[config.mk]
export PLATFORM = sky130hd
export DESIGN_NAME = led_pattern_gen
export DESIGN_NICKNAME = d
export VERILOG_FILES = /design/src/rtl/led_pattern_gen.sv
export SDC_FILE = /design/constraint.sdc
export NUM_CORES = 1
export LEC_CHECK = 0
export CAP_MARGIN = 20
export CORE_MARGIN = 2
export CORE_UTILIZATION = 35
export DETAILED_ROUTE_END_ITERATION = 10
export DONT_BUFFER_PORTS = 1
export PLACE_DENSITY = 0.49
export SLEW_MARGIN = 0
export SYNTH_ARGS = -nofsm -noshare
export SYNTH_HDL_FRONTEND = slang
export SYNTH_SLANG_ARGS = --single-unit
[constraint.sdc]
create_clock -name clk -period 7.9 [get_ports clk]
set_input_delay 1.58 -clock clk [delete_from_list [all_inputs] [get_ports clk]]
set_output_delay 1.58 -clock clk [all_outputs]
set_load 0.01 [all_outputs]
[src/rtl/led_pattern_gen.sv]
// led_pattern_gen: multi-channel active-low LED pattern generator (off/on/blink/breathe)
module led_pattern_gen #(
    parameter int CLK_HZ   = 12_000_000,
    parameter int TICK_HZ  = 1000,
    parameter int CHANNELS = 3,
    parameter int PWM_BITS = 8
) (
    input  logic                clk,
    input  logic                rst,
    input  logic                wr_en,
    input  logic [3:0]          wr_ch,
    input  logic [1:0]          wr_mode,
    input  logic [15:0]         wr_period,
    output logic                tick,
    output logic [CHANNELS-1:0] nLED
);
    localparam int PRESC = CLK_HZ / TICK_HZ;
    localparam int PW = $clog2(PRESC);
    localparam logic [PW-1:0] PLAST = PW'(PRESC - 1);
    localparam logic [PWM_BITS-1:0] DMAX = '1;
    logic [PW-1:0]       pcnt;
    logic [PWM_BITS-1:0] pwm;
    // tick prescaler: one-cycle pulse after the counter reaches its last value
    always_ff @(posedge clk or posedge rst) begin
        if (rst) begin
            pcnt <= '0;
            tick <= 1'b0;
        end else begin
            tick <= pcnt == PLAST;
            pcnt <= pcnt == PLAST ? '0 : pcnt + 1'b1;
        end
    end
    // shared free-running PWM frame counter
    always_ff @(posedge clk or posedge rst) begin
        if (rst) pwm <= '0;
        else pwm <= pwm + 1'b1;
    end
    for (genvar i = 0; i < CHANNELS; i++) begin : g_ch
        logic [1:0]          mode;
        logic [15:0]         period, cnt, last;
        logic                phase, dir, hit, stp, lit, nled_r;
        logic [PWM_BITS-1:0] duty;
        // write decode, step detection and lit decision for this channel
        always_comb begin
            hit  = wr_en && wr_ch == 4'(i);
            last = period == 16'd0 ? 16'd0 : period - 16'd1;
            stp  = tick && mode[1] && cnt >= last;
            lit  = mode == 2'd1 ? 1'b1 : mode == 2'd2 ? phase : mode == 2'd3 ? pwm < duty : 1'b0;
        end
        // channel state: a write wins over a coincident tick
        always_ff @(posedge clk or posedge rst) begin
            if (rst) begin
                mode   <= 2'd0;
                period <= 16'd1;
                cnt    <= 16'd0;
                phase  <= 1'b0;
                duty   <= '0;
                dir    <= 1'b0;
                nled_r <= 1'b1;
            end else begin
                nled_r <= ~lit;
                if (hit) begin
                    mode   <= wr_mode;
                    period <= wr_period;
                    cnt    <= 16'd0;
                    phase  <= 1'b0;
                    duty   <= '0;
                    dir    <= 1'b0;
                end else if (tick && mode[1]) begin
                    cnt <= stp ? 16'd0 : cnt + 16'd1;
                    if (stp && mode == 2'd2) phase <= ~phase;
                    if (stp && mode == 2'd3) begin
                        duty <= dir ? duty - 1'b1 : duty + 1'b1;
                        if (!dir && duty == DMAX - 1'b1) dir <= 1'b1;
                        if (dir && duty == PWM_BITS'(1)) dir <= 1'b0;
                    end
                end
            end
        end
        assign nLED[i] = nled_r;
    end
endmodule
==> impl_metrics.toml, run 1 <==
[status]
run_status = "finished, final reports clean"

[synthesis]
synth_top_flop_cell = "sky130_fd_sc_hd__dfrtp_1"
yosysSeqAreaShare_pct = 38.6
synthDominantCellAreaShare_pct = 37.1
post_synth_num_cell_types = 69
mappedNetlistArea_um2 = 10300
syn_nets = 1314
synthesis.area_per_instance_um2 = 8.57
async_reset_ff_share_pct = 100
postSynthCellCount = 1197
synthesis.yosys.warnings = 0
synth.ff_latch_count = 158
netlist.top_cell.by_area = "sky130_fd_sc_hd__dfrtp_1"
number_of_flops_mapped_to_enable_cells_by_yosys = 0
netlist_top_cells_area = "sky130_fd_sc_hd__dfrtp_1 37%, sky130_fd_sc_hd__ha_1 11%, sky130_fd_sc_hd__nand2_1 9.5%"

[grt]
pin_count_of_the_biggest_net_entering_global_routing = 69
number_of_global_route_vias_before_repair = 8062
grt_use_total_pct = 17.7
gr-total-overflow = 0
first_pass_grt_wire_length_mm = 43.1
antenna_violations_before_repair = 0

[cells_and_area]
area_growth_syn_to_layout_pct = 9.76
nFillCells = 2921
post_route_cells_drive_above_1_share_pct = 5.09
multi_input_comb_area_um2 = 5940
fraction_of_the_core_area_covered_by_cells_at_the_end_of_the_flow_pct = 39.1
diode_count = 0
finalNetCount = 1302
final-seq-area_um2 = 3960
final_cells = 1582
fin_area_um2 = 11300

[clock_network]
cts.clk_slew.worst_paths_ns = 0.07
cts_htree_levels = 4
insertion_delay_ns = 0.44
cts-root-to-sink-buffers = 2
tritoncts_clock_tree = "yes"
cts_num_sinks = 158
tritoncts.num_buffers = 17
cts-resized-gates = 0
post_cts_hold_buffer_count = 0
root_buffer = "sky130_fd_sc_hd__clkbuf_16"
cts_post_setup_buffers_inserted = 0

[worst_setup_path]
critPathRequiredTime_ns = 8.26
r2r_slack_ns = 3.65
crit_type = "reg2reg"
critPathArrivalTime_ns = 4.62
crit_fanout = 16
crit_path_max_incr_delay_ns = 0.74
critical_path.n_buffers_inverters = 0
setup.worst_path.end_class = "register"
worst_path_max_delay_cell = "sky130_fd_sc_hd__nor4_4"
crit_chain = "nor4_1 -> nand4_1 -> and2_1 -> ha_1 -> nand2b_1 -> a2111oi_2 -> nor3_4 -> nor4_4 -> a41oi_1 -> a31oi_1"
worst_setup_path_start_kind = "register"
worst_path_dominant_cell_family = "simple AND/OR/NAND/NOR gates"

[floorplan]
fp.dieW_um = 175
floorplan.rows = 62
die_height_um = 175
design.core.area_um2 = 28800
die_area_um2 = 30700
initial_utilization_pct = 35.6
io_pins = 29

[timing]
slew_headroom_pct = 33.4
setup_tns_ns = 0
skew_ns = 0.00999
hold_viol = 0
fmax_mhz = 235
hold_slack_ns = 0.492
setup-violations-final = 0
setup_repair_after_global_routing_missed_its_margin = "false"
slack_of_the_critical_path_ns = 3.65
slew_viol_final = 0
worstMarginPinSlew_ns = 1.00
timing.final.crit_share_pct = 53.8
fin_crit_ns = 4.25

[pwr]
p_total_mw = 2.51
p_switching_mw = 0.853
share_seq_of_total_power_pct = 41.9
power_switching_share_pct = 34.0
worst_supply_voltage_drop_on_vdd_v = 0.000150
combinationalPowerShare_pct = 23.9
cellPowerDensity_nw_per_um2 = 223
share_clk_of_total_power_pct = 34.2
power.leakage_nw = 5.10
cell_internal_pwr_mw = 1.66

[placed_design]
port_buffers = 0
place.detailed.instances = 1549
placement.setup.worst_slack_ns = 3.66
post_dp_cell_area_um2 = 10600
hpwlAfterDp_mm = 19.0
gp_routability_congestion = 0.807

[route]
wire_length_per_cell_um = 16.5
met3_wirelength_um = 746
detail_route.iter0.violations = 485
top_signal_layer_used = "met4"
wl_met1_mm = 12.7
drtAntennaViolNets = 0
detailroute.via_count = 8346
drc_errors = 0
wire_length_on_met2_mm = 12.4
drtPass1Iterations = 4
vias_per_cell = 5.28
detail_route.wirelength_mm = 26.2

[hold_path]
hold_path_class = "reg2reg"

[job]
number_of_max_cap_violations = 0
==> layer usage <==
metal | vias up | GRT usage [%]
met5 | - | 0
met4 | 0 | 4.41
met3 | 16 | 3.50
met2 | 75 | 28.9
met1 | 4047 | 23.9
li1 | 4208 | -
==> final timing paths <==
check | startpoint | end | cells past startpoint
min reg2reg | pcnt[0] | pcnt[0] | 1
max | g_ch[0].period[5] | g_ch[0].cnt[15] | 10
min | pcnt[0] | pcnt[0] | 1
max reg2reg | g_ch[0].period[5] | g_ch[0].cnt[15] | 10
min in group asynchronous | rst | pcnt[7] | 1
max in group asynchronous | rst | g_ch[2].period[4] | 3
==> power groups by stage <==
stage | Clock (mW) | Combinational (mW) | Sequential, mW
detailed placement | 0 | 0.606 | 1.07
finish | 0.857 | 0.600 | 1.05
global route | 0.915 | 0.700 | 1.07
CTS | 0.884 | 0.610 | 1.05
floorplan | 0 | 0.498 | 1.02
global placement | 0 | 0.598 | 1.06
==> layout by cell type, fill, tap and decap left out, drive strengths merged, types with 4 or more instances in the layout <==
master / synthesis / final
o21a: 5 / 5
clkbuf: 34 / 21
nand2b: 18 / 18
ha: 92 / 92
and2: 9 / 9
a41oi: 5 / 5
a21oi: 61 / 61
mux2i: 6 / 6
nand4: 24 / 24
a21o: 5 / 5
nor2b: 8 / 8
a211oi: 5 / 5
buf: 6 / 9
or3: 13 / 13
nor2: 73 / 73
o21ai: 47 / 47
xor2: 40 / 40
mux2: 4 / 4
a22oi: 4 / 4
dfrtp: 152 / 152
xnor2: 35 / 35
nand3: 51 / 51
a31oi: 25 / 25
or4: 18 / 18
nor4: 14 / 14
and3: 19 / 19
o31ai: 14 / 14
clkinvlp: 0 / 5
o211ai: 4 / 4
and4: 5 / 5
nand3b: 9 / 9
inv: 50 / 52
dfstp: 6 / 6
nor3: 32 / 32
a21boi: 5 / 5
nand2: 260 / 260
==> cells in the mapped netlist (14+ instances only) <==
cell and count:
sky130_fd_sc_hd__inv_1 50, sky130_fd_sc_hd__o31ai_1 14, sky130_fd_sc_hd__nand3_1 51, sky130_fd_sc_hd__xor2_1 40, sky130_fd_sc_hd__xnor2_1 35, sky130_fd_sc_hd__and3_1 19, sky130_fd_sc_hd__dfrtp_1 152, sky130_fd_sc_hd__nand4_1 24
sky130_fd_sc_hd__nor2_1 73, sky130_fd_sc_hd__clkbuf_1 34, sky130_fd_sc_hd__a31oi_1 25, sky130_fd_sc_hd__o21ai_0 42, sky130_fd_sc_hd__nor3_1 29, sky130_fd_sc_hd__or4_1 17, sky130_fd_sc_hd__nand2b_1 18, sky130_fd_sc_hd__ha_1 92
sky130_fd_sc_hd__nand2_1 260, sky130_fd_sc_hd__a21oi_1 60
==> logic make-up (layout without fill, tap and decap cells) <==
group	after synthesis	after routing	synth area share, %
adders and majority gates	92	92	11.2
buffers and inverters	90	91	3.44
xor gates and xnor gates	75	75	6.41
muxes	10	10	1.02
and+or+nand+nor	560	560	26.1
DFF	158	158	38.6
AOI/OAI and AO/OA	212	212	13.2
==> registers in the layout, indices dropped and copies added (netlist names) <==
register     cells
g_ch.mode        6
g_ch.duty       24
g_ch.period     48
g_ch.cnt        48
g_ch.phase       3
pwm              8
g_ch.dir         3
g_ch.nled_r      3
pcnt            14
tick             1
==> cell type report <==
type	count	area share [%]
sequential	158	35.2
inverter	50	1.71
clock inverter	11	1.18
timing repair buffer	9	0.667
multi-input combinational	949	52.8
tap	384	4.27
clock buffer	21	4.18
==> worst reg2reg max path, cell delays in order (launching register included) <==
cell                        delay [ns]
sky130_fd_sc_hd__dfrtp_1          0.40
sky130_fd_sc_hd__nor4_1           0.61
sky130_fd_sc_hd__nand4_1          0.62
sky130_fd_sc_hd__and2_1           0.39
sky130_fd_sc_hd__ha_1             0.26
sky130_fd_sc_hd__nand2b_1         0.15
sky130_fd_sc_hd__a2111oi_2        0.46
sky130_fd_sc_hd__nor3_4           0.15
sky130_fd_sc_hd__nor4_4           0.74
sky130_fd_sc_hd__a41oi_1          0.22
sky130_fd_sc_hd__a31oi_1          0.18
No activity file was read; power rests on OpenSTA's default activity.
==> run 2, diff against run 1 <==
ABC_AREA = 1   (was unset)
clock period = 4.4 ns   (was 7.9 ns; I/O delays follow)
==> impl_metrics.toml, run 2 <==
[placed_design]
place.detailed.instances = 1882
post_dp_cell_area_um2 = 11700
gp_routability_congestion = 0.814
port_buffers = 0
hpwlAfterDp_mm = 20.2

[grt]
number_of_global_route_vias_before_repair = 8881
first_pass_grt_wire_length_mm = 45.1
grt_use_total_pct = 16.6
gr-total-overflow = 0
pin_count_of_the_biggest_net_entering_global_routing = 64
antenna_violations_before_repair = 0

[timing]
slew_headroom_pct = 39.5
setup_repair_after_global_routing_missed_its_margin = "false"
fin_crit_ns = 3.22
hold_viol = 0
fmax_mhz = 311
timing.final.crit_share_pct = 73.1
setup-violations-final = 0
slew_viol_final = 0
hold_slack_ns = 0.459
setup_tns_ns = 0
skew_ns = 0.0181
worstMarginPinSlew_ns = 0.905

[pwr]
cellPowerDensity_nw_per_um2 = 396
p_total_mw = 4.87
worst_supply_voltage_drop_on_vdd_v = 0.000269
power.leakage_nw = 6.14

[synthesis]
syn_nets = 1630
postSynthCellCount = 1513
number_of_flops_mapped_to_enable_cells_by_yosys = 0
post_synth_num_cell_types = 52
async_reset_ff_share_pct = 100
synthesis.yosys.warnings = 0
netlist.top_cell.by_area = "sky130_fd_sc_hd__dfrtp_1"
synth_common_cells = "346 x sky130_fd_sc_hd__nand2_1, 182 x sky130_fd_sc_hd__inv_1, 152 x sky130_fd_sc_hd__dfrtp_1"
synthesis.area_per_instance_um2 = 7.49
synthDominantCellAreaShare_pct = 33.6
synth.ff_latch_count = 158
yosysSeqAreaShare_pct = 34.9
netlist_top_cells_area = "sky130_fd_sc_hd__dfrtp_1 34%, sky130_fd_sc_hd__nand2_1 11%, sky130_fd_sc_hd__ha_1 10%"
most_repeated_cell_in_the_gate_level_netlist_after_synthesis = "sky130_fd_sc_hd__nand2_1"
mappedNetlistArea_um2 = 11300
synth_top_flop_cell = "sky130_fd_sc_hd__dfrtp_1"

[route]
detail_route.wirelength_mm = 26.6
vias_per_cell = 4.93
detail_route.iter0.violations = 554
drtPass1Iterations = 7
wire_length_per_cell_um = 13.9
detailroute.via_count = 9443
drtAntennaViolNets = 0
drc_errors = 0

[clock_network]
cts-root-to-sink-buffers = 2
cts_post_setup_buffers_inserted = 0
root_buffer = "sky130_fd_sc_hd__clkbuf_16"
post_cts_hold_buffer_count = 0
insertion_delay_ns = 0.45
cts_num_sinks = 158
tritoncts_clock_tree = "yes"
cts.clk_slew.worst_paths_ns = 0.07
cts_htree_levels = 4
tritoncts.num_buffers = 17
cts-resized-gates = 0

[worst_setup_path]
crit_fanout = 12
setup.worst_path.end_class = "register"
crit_type = "reg2reg"
critPathArrivalTime_ns = 3.56
critPathRequiredTime_ns = 4.75
worst_setup_path_start_kind = "register"

[cells_and_area]
diode_count = 0
finalNetCount = 1616
fin_area_um2 = 12300
nFillCells = 3285
multi_input_comb_area_um2 = 6440
final_cells = 1914
reg_top3 = "g_ch.cnt: 48 flops, g_ch.period: 48 flops, g_ch.duty: 24 flops"
post_route_cells_drive_above_1_share_pct = 7.74
most-common-layout-cells = "346 x sky130_fd_sc_hd__nand2_1, 181 x sky130_fd_sc_hd__inv_1, 152 x sky130_fd_sc_hd__dfrtp_1"
area_growth_syn_to_layout_pct = 8.42
final-seq-area_um2 = 3960
mostFrequentLayoutCell = "sky130_fd_sc_hd__nand2_1"

[floorplan]
fp.dieW_um = 184
design.core.area_um2 = 31700
io_pins = 29
die_area_um2 = 33800
floorplan.rows = 65
initial_utilization_pct = 35.7
die_height_um = 184

[hold_path]
hold_path_class = "reg2reg"

[job]
number_of_max_cap_violations = 0

[status]
run_status = "finished, final reports clean"
[run 2: cell types whose count changed in the layout (fill, tap and decap cells not counted), sizes merged, moves of 19 or more]
cell | before | now
xnor2 | 35 | 13
nand3 | 51 | 101
xor2 | 40 | 70
and3 | 19 | 0
inv | 52 | 201
nor2 | 73 | 156
nand2 | 260 | 356
o21ai | 47 | 116
[run 2: metal layers]
metal / track usage [%] / wire length [µm]
met3: 3.41 / 903
met5: 0 / 0
met2: 25.9 / 11900
met1: 23.7 / 13600
met4: 3.39 / 187
[run 2: kinds of logic (layout without fill, tap and decap cells)]
kind of cell             Yosys count  count (layout)  synth area share (%)
flip-flops                       158             158                  34.9
AND/OR/NAND/NOR                  726             726                  29.5
buffers and inverters            233             232                  8.29
AO/OA/AOI/OAI                    221             221                  10.7
adder cells (fa/ha/maj)           92              92                  10.2
XOR/XNOR                          83              83                  6.41
[run 2: worst paths after layout]
kind | from | end | slack (ns) | cells after the start
setup / recovery | g_ch[0].period[1] | g_ch[0].cnt[2] | 1.18 | 17
hold / removal | pcnt[0] | pcnt[0] | 0.46 | 1
setup reg to reg | g_ch[0].period[1] | g_ch[0].cnt[2] | 1.18 | 17
hold reg to reg | pcnt[0] | pcnt[0] | 0.46 | 1
max in group asynchronous | rst | g_ch[2].nled_r | 3.05 | 2
min in group asynchronous | rst | g_ch[2].cnt[0] | 0.48 | 1
[run 2: per-stage QoR]
stage	util, %	setup WS (ns)
floorplan	-	1.52
global placement	36.9	1.23
detailed placement	36.9	1.19
CTS	38.7	1.18
global route	38.7	0.751
finish	38.7	1.18
[run 2: critical path: stages, from the launching register on]
cell and delay (ns):
sky130_fd_sc_hd__dfrtp_1 0.40, sky130_fd_sc_hd__inv_1 0.11, sky130_fd_sc_hd__ha_1 0.19, sky130_fd_sc_hd__inv_1 0.06
sky130_fd_sc_hd__nor2_1 0.21, sky130_fd_sc_hd__inv_1 0.12, sky130_fd_sc_hd__nor2_4 0.13, sky130_fd_sc_hd__nand3_1 0.13
sky130_fd_sc_hd__o21ai_0 0.18, sky130_fd_sc_hd__nand3_1 0.10, sky130_fd_sc_hd__ha_1 0.28, sky130_fd_sc_hd__nand2_1 0.09
sky130_fd_sc_hd__o21ai_0 0.10, sky130_fd_sc_hd__a21oi_1 0.15, sky130_fd_sc_hd__nand2_2 0.11, sky130_fd_sc_hd__nand2_1 0.35
sky130_fd_sc_hd__nand2_1 0.24, sky130_fd_sc_hd__o22ai_1 0.16
[run 2: where the power goes]
| part | leakage [nW] | internal [mW] | switching [mW] |
|---|---|---|---|
| logic | 3.82 | 0.573 | 0.882 |
| clock network | 0.288 | 0.765 | 0.739 |
| registers | 2.03 | 1.65 | 0.262 |
| total | 6.14 | 2.99 | 1.88 |
[run 2: area by class of cell]
| type | instances | area share (%) |
|---|---|---|
| Clock buffer | 17 | 3.46 |
| Clock inverter | 15 | 1.32 |
| Inverter | 195 | 5.99 |
| Multi-Input combinational cell | 1122 | 52.4 |
| Sequential cell | 158 | 32.2 |
| Tap cell | 402 | 4.09 |
| Timing Repair Buffer | 5 | 0.509 |
